$ cat config.mk
export PLATFORM = sky130hd
export DESIGN_NAME = regfile_mp
export DESIGN_NICKNAME = d
export VERILOG_FILES = /design/src/rtl/regfile_mp.sv
export SDC_FILE = /design/constraint.sdc
export NUM_CORES = 1
export LEC_CHECK = 0
export CAP_MARGIN = 20
export CORE_UTILIZATION = 45
export CTS_CLUSTER_DIAMETER = 80
export CTS_CLUSTER_SIZE = 8
export DETAILED_ROUTE_END_ITERATION = 8
export GPL_ROUTABILITY_DRIVEN = 1
export SYNTH_ARGS = -nofsm -noshare
export SYNTH_HDL_FRONTEND = slang
export SYNTH_SLANG_ARGS = --single-unit
$ cat constraint.sdc
create_clock -name i_clk -period 5.3 [get_ports i_clk]
set_input_delay 1.06 -clock i_clk [delete_from_list [all_inputs] [get_ports i_clk]]
set_output_delay 1.06 -clock i_clk [all_outputs]
set_load 0.02 [all_outputs]
$ cat src/rtl/regfile_mp.sv
// Multi-read-port register file with a hardware clear sequence (one register per cycle).
// Optional same-cycle write-to-read bypass is enabled by defining REGFILE_BYPASS_EN.
module regfile_mp #(
  parameter  int XLEN     = 32,
  parameter  int NREGS    = 32,
  parameter  int NRD      = 2,
  parameter  int ZERO_REG = 1,
  localparam int AW       = $clog2(NREGS)
) (
  input  logic                i_clk,
  input  logic                i_rst_n,
  input  logic                i_clear,
  input  logic                i_reg_write,
  input  logic [AW-1:0]       i_addr_wr,
  input  logic [XLEN-1:0]     i_data_wr,
  input  logic [NRD*AW-1:0]   i_addr_rd,
  output logic [NRD*XLEN-1:0] o_data_rd,
  output logic                o_ready
);

  typedef enum logic {ST_CLEAR = 1'b0, ST_IDLE = 1'b1} state_t;

  localparam logic [AW:0] CNT_LAST = (AW+1)'(NREGS - 1);

  state_t            state_r, state_nx_s;
  logic [AW:0]       cnt_r, cnt_nx_s;
  logic [XLEN-1:0]   mem_r [NREGS];
  logic              mem_we_s;
  logic [AW-1:0]     mem_wa_s;
  logic [XLEN-1:0]   mem_wd_s;
  logic              wr_ok_s;

  // An address is usable when it lies inside the array and is not the hardwired zero register.
  function automatic logic addr_ok(input logic [AW-1:0] a);
    addr_ok = (int'({1'b0, a}) < NREGS) && !((ZERO_REG != 0) && (a == {AW{1'b0}}));
  endfunction

  assign wr_ok_s = addr_ok(i_addr_wr);
  assign o_ready = (state_r == ST_IDLE);

  // State and clear-counter registers.
  always_ff @(posedge i_clk or negedge i_rst_n) begin
    if (!i_rst_n) begin
      state_r <= ST_CLEAR;
      cnt_r   <= {(AW+1){1'b0}};
    end else begin
      state_r <= state_nx_s;
      cnt_r   <= cnt_nx_s;
    end
  end

  // Next-state logic and the single storage write port (clear sweep or user write).
  always_comb begin
    state_nx_s = state_r;
    cnt_nx_s   = cnt_r;
    mem_we_s   = 1'b0;
    mem_wa_s   = {AW{1'b0}};
    mem_wd_s   = {XLEN{1'b0}};
    case (state_r)
      ST_CLEAR: begin
        mem_we_s = 1'b1;
        mem_wa_s = cnt_r[AW-1:0];
        if (i_clear) begin
          cnt_nx_s = {(AW+1){1'b0}};
        end else if (cnt_r == CNT_LAST) begin
          state_nx_s = ST_IDLE;
          cnt_nx_s   = {(AW+1){1'b0}};
        end else begin
          cnt_nx_s = cnt_r + {{AW{1'b0}}, 1'b1};
        end
      end
      ST_IDLE: begin
        if (i_clear) begin
          state_nx_s = ST_CLEAR;
          cnt_nx_s   = {(AW+1){1'b0}};
        end else if (i_reg_write && wr_ok_s) begin
          mem_we_s = 1'b1;
          mem_wa_s = i_addr_wr;
          mem_wd_s = i_data_wr;
        end else begin
          mem_we_s = 1'b0;
        end
      end
      default: begin
        state_nx_s = ST_CLEAR;
        cnt_nx_s   = {(AW+1){1'b0}};
      end
    endcase
  end

  // Storage array; deliberately not reset, the clear sweep initialises it.
  always_ff @(posedge i_clk) begin
    if (mem_we_s) begin
      mem_r[mem_wa_s] <= mem_wd_s;
    end
  end

  for (genvar k = 0; k < NRD; k++) begin : g_rd
    logic [AW-1:0]   ra_s;
    logic [XLEN-1:0] rd_s;

    assign ra_s = i_addr_rd[k*AW +: AW];
    assign o_data_rd[k*XLEN +: XLEN] = rd_s;

    // Combinational read with zero forcing while clearing or on unusable addresses.
    always_comb begin
      rd_s = {XLEN{1'b0}};
      if (state_r != ST_IDLE) begin
        rd_s = {XLEN{1'b0}};
      end else if (!addr_ok(ra_s)) begin
        rd_s = {XLEN{1'b0}};
`ifdef REGFILE_BYPASS_EN
      end else if (i_reg_write && wr_ok_s && (ra_s == i_addr_wr)) begin
        rd_s = i_data_wr;
`endif
      end else begin
        rd_s = mem_r[ra_s];
      end
    end
  end

endmodule
==> results.txt <==
For this run, design rule violations remaining after detail routing come to 0. After detailed routing, the total wire length is 154000 um. The synthesized netlist net count is 2822. The overall overflow remaining after global route is 0. The top-level port count came out at 116.

The number of H-tree levels is 4. The pre-antenna-repair detailed-routing pass consisted of 6 iterations. The first-pass GRT wire length is 218000 um.

The power consumption is 0.0184 W. The critical path data arrival time is 4200 ps. The row count came out at 118. The library cell used most frequently in the layout, excluding fill and tap cells, is sky130_fd_sc_hd__edfxtp_1. The fill cell total of the finished layout came out at 8189. The congestion estimate from routability-driven global placement came to 0.864.

The number of resized instances in the post-cts repair step is 0. The mapped cell area is 47500 um2. Of the synthesized area, sequential elements account for 65.1%. The area share of the largest cell type after synthesis came out at 64.7%. The slew of the pin with the lowest slew margin is 1100 ps.

By area the synthesized netlist is led by sky130_fd_sc_hd__edfxtp_1 (65%), sky130_fd_sc_hd__mux4_2 (12%), sky130_fd_sc_hd__mux2i_1 (10%). The met1 layer usage reported by global route is 39.0%. The maximum clock insertion buffer count is 3. The global routing usage summed across all routing layers came out at 28.8%. The via count came out at 29818. The number of antenna diodes in the final layout is 0. The maximum clock frequency came out at 0.190 GHz.

The power density relative to cell area is 332 nW/um2. The static power due to leakage is 17.4 nW. The floorplan core area came out at 104000 um2.

The detailed placement HPWL came out at 90600 um. The die height came out at 327 um. In the global route stage, met3 resource usage came out at 6.67%. The minimum clock period after layout came out at 5260 ps. Among all flip-flop cells after synthesis, the most frequent one is sky130_fd_sc_hd__edfxtp_1. The largest net degree at the start of global routing is 53. The number of port buffers came out at 115.

TritonCTS built the clock tree. The fraction of registers with async set/reset came out at 0.680%. The clock latency on the worst-skew pair came out at 760 ps. The number of hold buffers added after cts came out at 0.

STA classifies the critical path endpoint as a primary output. The via count of the first global-routing pass came out at 30425. The share of final-layout standard cells stronger than drive strength 1 came out at 21.9%. The finished cells cover 55400 um2.

The number of register bits inferred by synthesis is 1030. The peak supply drop is 0.233 mV. The area growth from synthesis to layout is 16.8%. The number of max-cap violations is 0. The tree built by TritonCTS fans out to 1030 sinks. The initial antenna violation count came out at 0. Counting every instance in the synthesized netlist gives 2770.

In this run the post-CTS setup repair buffer count came out at 0. The type of the setup path with the least slack is input pin to primary output. The cell type with the highest aggregate area in the netlist is sky130_fd_sc_hd__edfxtp_1. In the global route stage, met2 resource usage came out at 45.3%.

In this run the worst hold path is classified as input pin to asynchronous set/reset pin. The final cycle utilization of the critical path is 99.3%. The number of nets in the finished design came out at 3034.

From left edge to right edge, the die measures 327 um. The area of the die is 107000 um2. The max-slew violation count is 0. For the final database, setup skew stands at 20.8 ps. Setup violations remaining at the end of the flow were counted as 0.

The average footprint of a synthesized cell is 17.1 um2. The via density per instance is 6.80. In this run the worst path has a maximum fanout of 16. Setup repair after global routing left no endpoint under its margin. The number of enable-type register cells in the synthesized netlist is 1023.

In this run, distinct cell masters in the synthesized netlist total 44. The number of cells on the worst reg-to-reg path is 4. In the layout the commonest cells are sky130_fd_sc_hd__edfxtp_1 (1023), sky130_fd_sc_hd__mux2i_1 (485), sky130_fd_sc_hd__mux4_2 (254).

The number of failing hold endpoints at the final stage is 0. Dividing the detail-routed wire length by the instance count gives 35.1 um. Once detail routing completed, the nets flagged for antenna violations numbered 0. The total of warnings raised by yosys came out at 0.

The cell sitting at the root of the clock tree is a sky130_fd_sc_hd__clkbuf_16. The layer carrying the most global-route usage is met2. The cell area reported after detailed placement came out at 51400 um2. For the worst setup path, the data required time is 4240 ps.

The starting DRC count in detailed routing is 3448. The number of clock buffers inserted by TritonCTS is 147. The nature of the critical path startpoint is an input pin. The clock-pin slew of the registers on the worst-case setup and hold paths came out at 50 ps. The run finished with clean final reports. The effective utilization at floorplan came out at 45.6%. The normalized max-slew margin came out at 26.4%. The summed negative setup slack over all endpoints came out at 0 ps.

The final core area utilization is 53.3%.
-- state kept, by name (all words and copies together), names as in the netlist --
| name | count |
|---|---|
| mem_r | 1023 |
| cnt_r | 6 |
| o_ready | 1 |
-- worst paths after layout --
path / slack, ps / from / end
worst max-delay path: 40 / i_addr_rd[7] / o_data_rd[32]
worst min-delay path: 580 / i_rst_n / cnt_r[2]
worst max register to register: 1700 / o_ready / mem_r[30][16]
worst min register to register: 600 / cnt_r[4] / cnt_r[4]
max in group asynchronous: 4470 / i_rst_n / cnt_r[4]
min in group i_clk: 600 / cnt_r[4] / cnt_r[4]
-- area by class of cell --
class	instances	area, um2	area share [%]
multi-input cells	1510	15700	28.3
clock inverters	17	249	0.449
inverters	5	18.8	0.0338
flip-flops and latches	1030	30900	55.7
well taps	1380	1730	3.11
repair buffers	288	3130	5.65
clock buffers	152	3720	6.71
-- routing by layer --
| metal | vias to the layer above | part of all wire [%] |
|---|---|---|
| met3 | 333 | 10 |
| met4 | 0 | 3.7 |
| met2 | 1728 | 47 |
| li1 | 12029 | - |
| met5 | - | 0 |
| met1 | 15728 | 39 |
-- cells in the mapped netlist, types with 2 or more instances --
cell type                  count
sky130_fd_sc_hd__or2_2         4
sky130_fd_sc_hd__a211oi_1      2
sky130_fd_sc_hd__and4b_1       4
sky130_fd_sc_hd__nor2b_1       6
sky130_fd_sc_hd__buf_4        35
sky130_fd_sc_hd__buf_1         4
sky130_fd_sc_hd__mux4_2      254
sky130_fd_sc_hd__nand4_1      63
sky130_fd_sc_hd__edfxtp_1   1023
sky130_fd_sc_hd__nand3_1       8
sky130_fd_sc_hd__a221oi_1     32
sky130_fd_sc_hd__buf_2        85
sky130_fd_sc_hd__a21oi_1       3
sky130_fd_sc_hd__or3_1         2
sky130_fd_sc_hd__nor3_1       10
sky130_fd_sc_hd__or3b_2        5
sky130_fd_sc_hd__and2_1       37
sky130_fd_sc_hd__nand2_1      72
sky130_fd_sc_hd__nand2b_1      5
sky130_fd_sc_hd__buf_6        11
sky130_fd_sc_hd__o22ai_1     193
sky130_fd_sc_hd__o211ai_1      2
sky130_fd_sc_hd__o21ai_0      66
sky130_fd_sc_hd__dfrtp_1       7
sky130_fd_sc_hd__nand3b_1      7
sky130_fd_sc_hd__mux2i_1     485
sky130_fd_sc_hd__a22oi_1     190
sky130_fd_sc_hd__nor2_1       44
sky130_fd_sc_hd__nand4b_1      2
sky130_fd_sc_hd__clkbuf_1     90
sky130_fd_sc_hd__inv_1         5
sky130_fd_sc_hd__o32ai_1       2
-- report_power, final --
group	total, W	internal (W)	switching, W
registers	0.00899	0.00895	0.0000356
logic	0.00102	0.000423	0.000601
clock network	0.00837	0.00496	0.00342
-- kinds of logic (layout without fill, tap and decap cells) --
kind of cell	after synthesis	in the layout	synth area share, %
buf+inv	230	462	2.49
xor+xnor	2	2	0.0369
fa+ha+maj	1	1	0.0264
flops	1030	1030	65.1
mux	739	739	22.3
simple gates	273	273	3.04
compound gates	495	495	7.05
-- critical path: stages --
cell and delay (ps):
sky130_fd_sc_hd__clkdlybuf4s50_1 700, sky130_fd_sc_hd__or3b_2 840, sky130_fd_sc_hd__buf_4 300, sky130_fd_sc_hd__o22ai_1 180
sky130_fd_sc_hd__o21ai_0 120, sky130_fd_sc_hd__nand4_1 310, sky130_fd_sc_hd__clkdlybuf4s50_1 680
-- per-stage QoR --
stage | cells | hold slack (ps) | worst slack (ps)
3_5_place_dp | 4209 | 594 | 162
4_1_cts | 4378 | 550 | 146
3_3_place_gp | 4209 | 595 | 170
2_1_floorplan | 2770 | 540 | 685
5_1_grt | 4382 | 581 | 25.6
6_report | 4382 | 584 | 37.1
Power figures use the tool's default switching activity.
==> RTL edit: new RTL, same settings <==
Set the parameter `NRD` to 1 (it was 2).
--- a/src/rtl/regfile_mp.sv
+++ b/src/rtl/regfile_mp.sv
@@ -3,7 +3,7 @@
 module regfile_mp #(
   parameter  int XLEN     = 32,
   parameter  int NREGS    = 32,
-  parameter  int NRD      = 2,
+  parameter  int NRD      = 1,
   parameter  int ZERO_REG = 1,
   localparam int AW       = $clog2(NREGS)
 ) (
Ports: changed (resized i_addr_rd and o_data_rd); port bits go from 116 to 79. No check against the original RTL was run, so the function may have changed too.
==> RTL edit against the original RTL <==
  * Count of clock-buffer cells in the layout decreased by 3
  * Area after synthesis decreased by 18%
  * Core utilization increased by 0.29 points
  * Sequential cell count decreased by 31
  * First-iteration DRC count decreased by 47%
  * Sequential share of layout area increased by 9.9 points
  * Fmax increased by 8.1%
  * Synthesized cell count decreased by 28%
  * Final area decreased by 18%
  * Wire length decreased by 38%
  * Setup slack improved by 0.40 ns
Power is not compared: it rests on default switching activity, and its combinational part moved more than twofold at a synthesized area within 25%.
==> RTL edit: results (changes against the original RTL) <==
<table>
<tr><th>Metric</th><th>Value</th></tr>
<tr><th colspan="2">CTS</th></tr>
<tr><td>Total CTS buffers</td><td>142 (was 147)</td></tr>
<tr><td>Clock network latency to the later pin of the worst-skew pair</td><td>0.72 ns (was 0.76 ns)</td></tr>
<tr><th colspan="2">Global route</th></tr>
<tr><td>Routing usage on met2</td><td>36.0% (was 45.3%)</td></tr>
<tr><td>Met1 GRT Util</td><td>30.3% (was 39.0%)</td></tr>
<tr><td>Global-route wire length before repair</td><td>139000 µm (was 218000 µm)</td></tr>
<tr><td>Number of antenna violations at the first check in global routing</td><td>1 (was 0)</td></tr>
<tr><th colspan="2">Routing</th></tr>
<tr><td>DRC violation total after the first TritonRoute iteration</td><td>1825 (was 3448)</td></tr>
<tr><td>Final WL</td><td>95400 µm (was 154000 µm)</td></tr>
<tr><td>First-pass detailed-route iteration total</td><td>5 (was 6)</td></tr>
<tr><td>Routed length on met2</td><td>46700 µm (was 72400 µm)</td></tr>
<tr><td>DRT met1 WL</td><td>39700 µm (was 60000 µm)</td></tr>
<tr><th colspan="2">Synthesis</th></tr>
<tr><td>Multiplexer share of the synthesized area</td><td>13.1% (was 22.3%)</td></tr>
<tr><td>Xor/xnor share of the synthesized area</td><td>0.0452% (was 0.0369%)</td></tr>
<tr><td>Share of Yosys cell area claimed by the top area cell type</td><td>76.9% (was 64.7%)</td></tr>
<tr><td>Sequential share of the synthesized area</td><td>77.3% (was 65.1%)</td></tr>
<tr><td>Share of flip-flops with an asynchronous set or reset after synthesis</td><td>0.701% (was 0.680%)</td></tr>
<tr><th colspan="2">Run status</th></tr>
<tr><td>Outcome</td><td>finished clean (unchanged)</td></tr>
<tr><th colspan="2">Critical path</th></tr>
<tr><td>Slowest cell delay on critical path</td><td>0.63 ns (was 0.84 ns)</td></tr>
<tr><th colspan="2">Layout</th></tr>
<tr><td>Count of filler cells inserted in the layout</td><td>6583 (was 8189)</td></tr>
<tr><th colspan="2">Placement</th></tr>
<tr><td>Post-detailed-placement cell area</td><td>0.0415 mm² (was 0.0514 mm²)</td></tr>
</table>
-- RTL edit: cell types whose count changed after synthesis, sizes merged, moves of 48 or more --
cell	before	now
a22oi	190	96
buf	135	80
mux4	254	96
clkbuf	90	42
o22ai	193	100
mux2i	485	290
-- RTL edit: final cells by class --
cell class | instances | share of cell area (%)
clock inverters | 13 | 0.581
well taps | 1144 | 3.13
flip-flops and latches | 999 | 65.6
clock buffers | 149 | 7.93
repair buffers | 186 | 4.34
inverters | 6 | 0.0493
multi-input cells | 869 | 18.4
-- RTL edit: final timing paths --
kind | depth (start not counted) | start | to | slack, ns
max reg2reg | 6 | o_ready | mem_r[26][17] | 2.14
min reg2reg | 2 | cnt_r[5] | cnt_r[5] | 0.56
min in group asynchronous | 1 | i_rst_n | cnt_r[0] | 0.61
max in group asynchronous | 1 | i_rst_n | cnt_r[4] | 4.44
max | 7 | i_addr_rd[2] | o_data_rd[25] | 0.43
min | 2 | cnt_r[5] | cnt_r[5] | 0.56
